--- config.mk ---
export PLATFORM = sky130hd
export DESIGN_NAME = output_arbiter
export DESIGN_NICKNAME = d
export VERILOG_FILES = /design/src/rtl/router_pkg.sv /design/src/rtl/rr_arbiter.sv /design/src/rtl/output_arbiter.sv
export SDC_FILE = /design/constraint.sdc
export NUM_CORES = 1
export LEC_CHECK = 0
export BUFFER_PORTS_ARGS = -buffer_cell sky130_fd_sc_hd__buf_4
export CELL_PAD_IN_SITES_DETAIL_PLACEMENT = 1
export CELL_PAD_IN_SITES_GLOBAL_PLACEMENT = 2
export CORE_MARGIN = 3
export CORE_UTILIZATION = 21
export DETAILED_ROUTE_END_ITERATION = 10
export PLACE_DENSITY_LB_ADDON = 0.1
export REMOVE_ABC_BUFFERS = 1
export SLEW_MARGIN = 20
export SYNTH_ARGS = -nofsm -noshare
export SYNTH_HDL_FRONTEND = slang
export SYNTH_SLANG_ARGS = --single-unit
--- constraint.sdc ---
create_clock -name clk -period 5.1 [get_ports clk]
set_input_delay 0.51 -clock clk [delete_from_list [all_inputs] [get_ports clk]]
set_output_delay 0.51 -clock clk [all_outputs]
set_load 0.05 [all_outputs]
--- src/rtl/router_pkg.sv ---
`default_nettype none
// ============================================================================
//  Module      : router_pkg
//  Description : Shared constants, types and helpers for the 5-port mesh
//                router output stage. Bit order of all 5-bit direction
//                vectors is L,R,U,D,PE = [4:0]; index order is 0=L .. 4=PE,
//                so index i lives in bit (4-i).
//  Revision    : 1.0 - initial release
// ============================================================================
package router_pkg;

    localparam int FLIT_WIDTH = 64;
    localparam int NUM_PORTS  = 5;

    // One-hot direction codes in request/buf_clear bit order.
    localparam logic [4:0] DIR_L  = 5'b10000;
    localparam logic [4:0] DIR_R  = 5'b01000;
    localparam logic [4:0] DIR_U  = 5'b00100;
    localparam logic [4:0] DIR_D  = 5'b00010;
    localparam logic [4:0] DIR_PE = 5'b00001;

    // Round-robin index of each direction.
    localparam logic [2:0] IDX_L  = 3'd0;
    localparam logic [2:0] IDX_R  = 3'd1;
    localparam logic [2:0] IDX_U  = 3'd2;
    localparam logic [2:0] IDX_D  = 3'd3;
    localparam logic [2:0] IDX_PE = 3'd4;

    // Output staging register occupancy.
    typedef enum logic [0:0] {
        EMPTY = 1'b0,
        FULL  = 1'b1
    } state_t;

    // (base + off) mod 5 for base, off in 0..4.
    function automatic logic [2:0] wrap_idx(input logic [2:0] base, input logic [2:0] off);
        logic [3:0] sum;
        sum = {1'b0, base} + {1'b0, off};
        if (sum >= 4'd5) begin
            sum = sum - 4'd5;
        end
        return sum[2:0];
    endfunction

endpackage
`default_nettype wire

--- src/rtl/rr_arbiter.sv ---
`default_nettype none
// ============================================================================
//  Module      : rr_arbiter
//  Description : 5-way round-robin arbiter. Searches the request vector in
//                index order starting at the registered pointer, wrapping
//                4->0, and returns a one-hot grant. The pointer moves to the
//                index after the winner when 'advance' is strobed.
//  Ports       : clk, rst (async, active-high)
//                req[4:0]   requests, bit order L,R,U,D,PE = [4:0]
//                advance    commit the current grant and rotate priority
//                grant[4:0] one-hot winner, same bit order as req
//  Revision    : 1.0 - initial release
// ============================================================================
module rr_arbiter
    import router_pkg::*;
#(
    parameter int RR_INIT = 0
) (
    input  logic       clk,
    input  logic       rst,
    input  logic [4:0] req,
    input  logic       advance,
    output logic [4:0] grant
);

    localparam logic [2:0] c_rr_init = 3'(RR_INIT);

    logic [2:0] r_ptr;
    logic [4:0] w_req_idx;
    logic [4:0] w_grant_idx;
    logic [2:0] w_win;
    logic       w_found;

    // Convert between bit order (L at MSB) and index order (L at index 0).
    generate
        for (genvar i = 0; i < NUM_PORTS; i++) begin : g_bit_map
            assign w_req_idx[i]  = req[4-i];
            assign grant[4-i]    = w_grant_idx[i];
        end
    endgenerate

    always_comb begin
        w_found     = 1'b0;
        w_win       = 3'd0;
        w_grant_idx = '0;
        for (int off = 0; off < NUM_PORTS; off++) begin
            if (!w_found && w_req_idx[wrap_idx(r_ptr, 3'(off))]) begin
                w_found = 1'b1;
                w_win   = wrap_idx(r_ptr, 3'(off));
            end
        end
        if (w_found) begin
            w_grant_idx[w_win] = 1'b1;
        end
    end

    always_ff @(posedge clk or posedge rst) begin
        if (rst) begin
            r_ptr <= c_rr_init;
        end else if (advance && w_found) begin
            r_ptr <= (w_win == IDX_PE) ? IDX_L : (w_win + 3'd1);
        end
    end

endmodule
`default_nettype wire

--- src/rtl/output_arbiter.sv ---
`default_nettype none
// ============================================================================
//  Module      : output_arbiter
//  Description : Per-output-port arbiter and one-entry staging register of
//                the mesh router. Round-robin grants one of the five input
//                requests (U-turn masked), captures its flit, pulses the
//                winner's buf_clear and presents the flit downstream with a
//                so/ro handshake. A drain and a new grant may share an edge,
//                giving one flit per cycle.
//  Ports       : clk, rst (async, active-high)
//                req[4:0]                       requests, L,R,U,D,PE = [4:0]
//                data_l/r/u/d/pe[DATA_WIDTH-1:0] flits of the five inputs
//                ro                             downstream ready
//                so                             flit valid downstream
//                datao[DATA_WIDTH-1:0]          staged flit
//                buf_clear[4:0]                 one-hot grant pulse
//                grant_cnt[15:0], stall_cnt[15:0]  only with ARB_STATS_EN
//  Options     : `define ARB_STATS_EN adds grant (wrapping) and stall
//                (saturating) counters.
//  Revision    : 1.0 - initial release
// ============================================================================
module output_arbiter
    import router_pkg::*;
#(
    parameter int         DATA_WIDTH = FLIT_WIDTH,
    parameter logic [4:0] DIRECTION  = DIR_L,
    parameter int         RR_INIT    = 0
) (
    input  logic                  clk,
    input  logic                  rst,
    input  logic [4:0]            req,
    input  logic [DATA_WIDTH-1:0] data_l,
    input  logic [DATA_WIDTH-1:0] data_r,
    input  logic [DATA_WIDTH-1:0] data_u,
    input  logic [DATA_WIDTH-1:0] data_d,
    input  logic [DATA_WIDTH-1:0] data_pe,
    input  logic                  ro,
    output logic                  so,
    output logic [DATA_WIDTH-1:0] datao,
    output logic [4:0]            buf_clear
`ifdef ARB_STATS_EN
    ,
    output logic [15:0]           grant_cnt,
    output logic [15:0]           stall_cnt
`endif
);

    state_t                r_state;
    state_t                w_state_next;
    logic [DATA_WIDTH-1:0] r_data;
    logic [DATA_WIDTH-1:0] w_win_data;
    logic [4:0]            w_eff;
    logic [4:0]            w_grant;
    logic                  w_xfer;
    logic                  w_space;
    logic                  w_take;

    assign w_eff   = req & ~DIRECTION;
    assign w_xfer  = (r_state == FULL) && ro;
    // Register is free either because it is empty or because it drains now.
    assign w_space = (r_state == EMPTY) || w_xfer;
    assign w_take  = w_space && (|w_eff);

    rr_arbiter #(
        .RR_INIT (RR_INIT)
    ) u_rr_arbiter (
        .clk     (clk),
        .rst     (rst),
        .req     (w_eff),
        .advance (w_take),
        .grant   (w_grant)
    );

    assign buf_clear = w_take ? w_grant : 5'b00000;

    // Grant is one-hot, so an AND-OR mux selects the winner's flit.
    assign w_win_data = ({DATA_WIDTH{w_grant[4]}} & data_l)
                      | ({DATA_WIDTH{w_grant[3]}} & data_r)
                      | ({DATA_WIDTH{w_grant[2]}} & data_u)
                      | ({DATA_WIDTH{w_grant[1]}} & data_d)
                      | ({DATA_WIDTH{w_grant[0]}} & data_pe);

    always_ff @(posedge clk or posedge rst) begin
        if (rst) begin
            r_state <= EMPTY;
        end else begin
            r_state <= w_state_next;
        end
    end

    always_comb begin
        w_state_next = r_state;
        if (w_take) begin
            w_state_next = FULL;
        end else if (w_xfer) begin
            w_state_next = EMPTY;
        end
    end

    // On a drain without refill the old flit stays in place; so qualifies it.
    always_ff @(posedge clk or posedge rst) begin
        if (rst) begin
            r_data <= '0;
        end else if (w_take) begin
            r_data <= w_win_data;
        end
    end

    assign so    = (r_state == FULL);
    assign datao = r_data;

`ifdef ARB_STATS_EN
    logic [15:0] r_grant_cnt;
    logic [15:0] r_stall_cnt;

    always_ff @(posedge clk or posedge rst) begin
        if (rst) begin
            r_grant_cnt <= 16'h0000;
            r_stall_cnt <= 16'h0000;
        end else begin
            if (w_take) begin
                r_grant_cnt <= r_grant_cnt + 16'h0001;
            end
            if (so && !ro && (r_stall_cnt != 16'hFFFF)) begin
                r_stall_cnt <= r_stall_cnt + 16'h0001;
            end
        end
    end

    assign grant_cnt = r_grant_cnt;
    assign stall_cnt = r_stall_cnt;
`endif

endmodule
`default_nettype wire

==> impl_metrics.env <==
export IMPL_fin_worst_skew_ns=0.00952
export IMPL_grt_usage_pct=19.8
export IMPL_hold_path_class="in -> async"
export IMPL_ant_nets=0
export IMPL_grt_pass1_wl_microns=43700
export IMPL_r2r_start="u_rr_arbiter.r_ptr[1]$_DFFE_PP0P_"
export IMPL_gp_congestion=0.805
export IMPL_synthFlopType="dfrtp_1"
export IMPL_overflow=0
export IMPL_port_buffers=331
export IMPL_synth_yosys_seq_area_share_pct=30.8
export IMPL_drv_slew=0
export IMPL_wl_met2_microns=13900
export IMPL_worst_slew_pin_slew_ns=1.00
export IMPL_grt_pass1_vias=6959
export IMPL_period_share_pct=92.6
export IMPL_drc_errors=0
export IMPL_dieArea_sq_um=28200
export IMPL_startpoint="u_rr_arbiter.r_ptr[1]$_DFFE_PP0P_"
export IMPL_finalHoldViolations=0
export IMPL_hpwl_microns=21000
export IMPL_grt_max_degree=79
export IMPL_cts_buffer_depth=2
export IMPL_clkTransAtPathRegs_ns=0.07
export IMPL_clk_latency_ns=0.34
export IMPL_top_layer="met4"
export IMPL_crit_type="reg -> out"
export IMPL_cp_max_fo=11
export IMPL_syn_avg_cell_area_sq_um=7.93
export IMPL_syn_inst=696
export IMPL_synth_commonest_cells="149 x nand2_1, 68 x dfrtp_1, 65 x nand3_1, 46 x o21ai_0, 38 x a211oi_1"
export IMPL_end_kind="output pin"
export IMPL_cts_buffers=9
export IMPL_synthTopCellsByArea="dfrtp_1 31%, nand2_1 10%, nand3_1 5.9%"
export IMPL_drive_gt1_share_pct=39.4
export IMPL_met3_length_microns=2010
export IMPL_finalWirelength_microns=29200
export IMPL_antenna_found_initial=1
export IMPL_yosys_warnings=0
export IMPL_synth_edf_count=0
export IMPL_drt_wirelength_per_cell_microns=22.0
export IMPL_cts_setup_buffers=0
export IMPL_cts_sinks=68
export IMPL_worstPathRequired_ns=4.59
export IMPL_synth_area_sq_um=5520
export IMPL_max_freq_mhz=212
export IMPL_relSlewSlack_pct=33.0
export IMPL_status="complete, no violations"
export IMPL_fp_dieW_microns=168
export IMPL_whs_ns=0.232
export IMPL_drtIter0Drc=318
export IMPL_finalSetupViolCount=0
export IMPL_drv_cap=0
export IMPL_grt_setup_unrepaired="no"
export IMPL_core_area_sq_um=25500
export IMPL_drt_pre_antenna_iters=4
export IMPL_cts_htree_levels=3
export IMPL_worst_setup_path_start_kind="flop"
export IMPL_area_growth_pct=57.7
export IMPL_cts_tree="built"
export IMPL_rows=58
export IMPL_setup_tns_ns=0
export IMPL_yosysTopAreaCell="dfrtp_1"
export IMPL_start_util_pct=21.7
export IMPL_yosysTopAreaCellShare_pct=30.8
export IMPL_io_pins=398
export IMPL_via_count=6678
export IMPL_vias_per_cell=5.04
export IMPL_fin_crit_ns=4.72
export IMPL_synth_most_common_cell="nand2_1"
export IMPL_die_h_microns=168
export IMPL_fin_nets=1329
export IMPL_met1_length_microns=12800
export IMPL_synth_async_reset_ratio_pct=100
export IMPL_ys_ff_latch=68
export IMPL_synth_cell_types=64
export IMPL_fin_util_pct=34.2
export IMPL_root_buffer="clkbuf_16"
export IMPL_crit_arrival_ns=4.21
registers in the layout, summed over array words and instances, names as in the netlist:
register / flops
u_rr_arbiter.r_ptr: 3
datao: 64
so: 1
final cells by class:
type                       count  area (sq um)
clock inverter                 5           106
fill                        3078         16800
clock buffer                  11           253
multi-input combinational    547          3460
inverter                      12          46.3
sequential                    68          1700
tap                          330           413
antenna                        1          2.50
timing repair buffer         352          2720
cell usage in the layout, fill, tap and decap left out, drive strengths merged, types with 4 or more instances in the layout:
master,netlist,routed
a211o,37,37
a211oi,38,38
a21oi,36,36
a221o,31,31
buf,32,352
clkbuf,37,11
dfrtp,68,68
ha,10,10
inv,12,12
mux2,4,4
mux2i,4,4
nand2,149,149
nand2b,10,10
nand3,65,65
nor2,12,12
nor2b,6,6
nor3,5,5
o21a,6,6
o21ai,48,48
o22a,31,31
worst paths after layout:
check	to	slack, ns	depth (start not counted)
max in group asynchronous	u_rr_arbiter.r_ptr[1]$_DFFE_PP0P_	3.81	3
max reg2reg	datao[36]$_DFFE_PP0P_	0.64	13
min	datao[28]$_DFFE_PP0P_	0.23	2
min reg2reg	datao[50]$_DFFE_PP0P_	0.51	1
max	buf_clear[3]	0.38	11
min in group clk	datao[25]$_DFFE_PP0P_	0.37	2
metrics by stage:
stage / cell area, sq um / worst slack [ns] / instances
3_3_place_gp: 8340 / 0.488 / 1309
2_1_floorplan: 5170 / -1.56 / 627
4_1_cts: 8700 / 0.190 / 1325
3_5_place_dp: 8340 / 0.471 / 1309
5_1_grt: 8700 / 0.101 / 1326
6_report: 8700 / 0.377 / 1326
logic make-up (layout without fill, tap and decap cells):
family,Yosys count,in the layout,share of synthesized area (%)
AND/OR/NAND/NOR,270,270,22.5
XOR/XNOR,2,2,0.318
AO/OA/AOI/OAI,255,255,34.9
buffers and inverters,81,380,7.17
flip-flops,68,68,30.8
multiplexers,8,8,1.54
adder cells (fa/ha/maj),11,11,2.63
other,1,2,0.0680
worst max-delay path, stage by stage, from the launching register on:
cell,delay (ns)
dfrtp_2,0.48
ha_1,0.24
inv_1,0.08
fa_1,0.57
or4_1,0.51
o221ai_1,0.13
o2bb2ai_2,0.14
or3_4,0.36
or4b_1,0.60
and3_1,0.28
nor3_4,0.21
buf_4,0.26
repair_timing:
item | in CTS | in global routing
hold buffers | 0 | 0
endpoints found under the setup margin | 0 | 3
resized for setup | 0 | 2
per-layer routing:
layer | vias to the layer above | global-route usage, %
met4 | 0 | 5.59
li1 | 3181 | -
met5 | - | 0
met3 | 25 | 4.44
met1 | 3216 | 25.9
met2 | 256 | 33.0
Power is not shown: default switching activity piles up to over one toggle a cycle in this logic, so the estimate is an artifact.
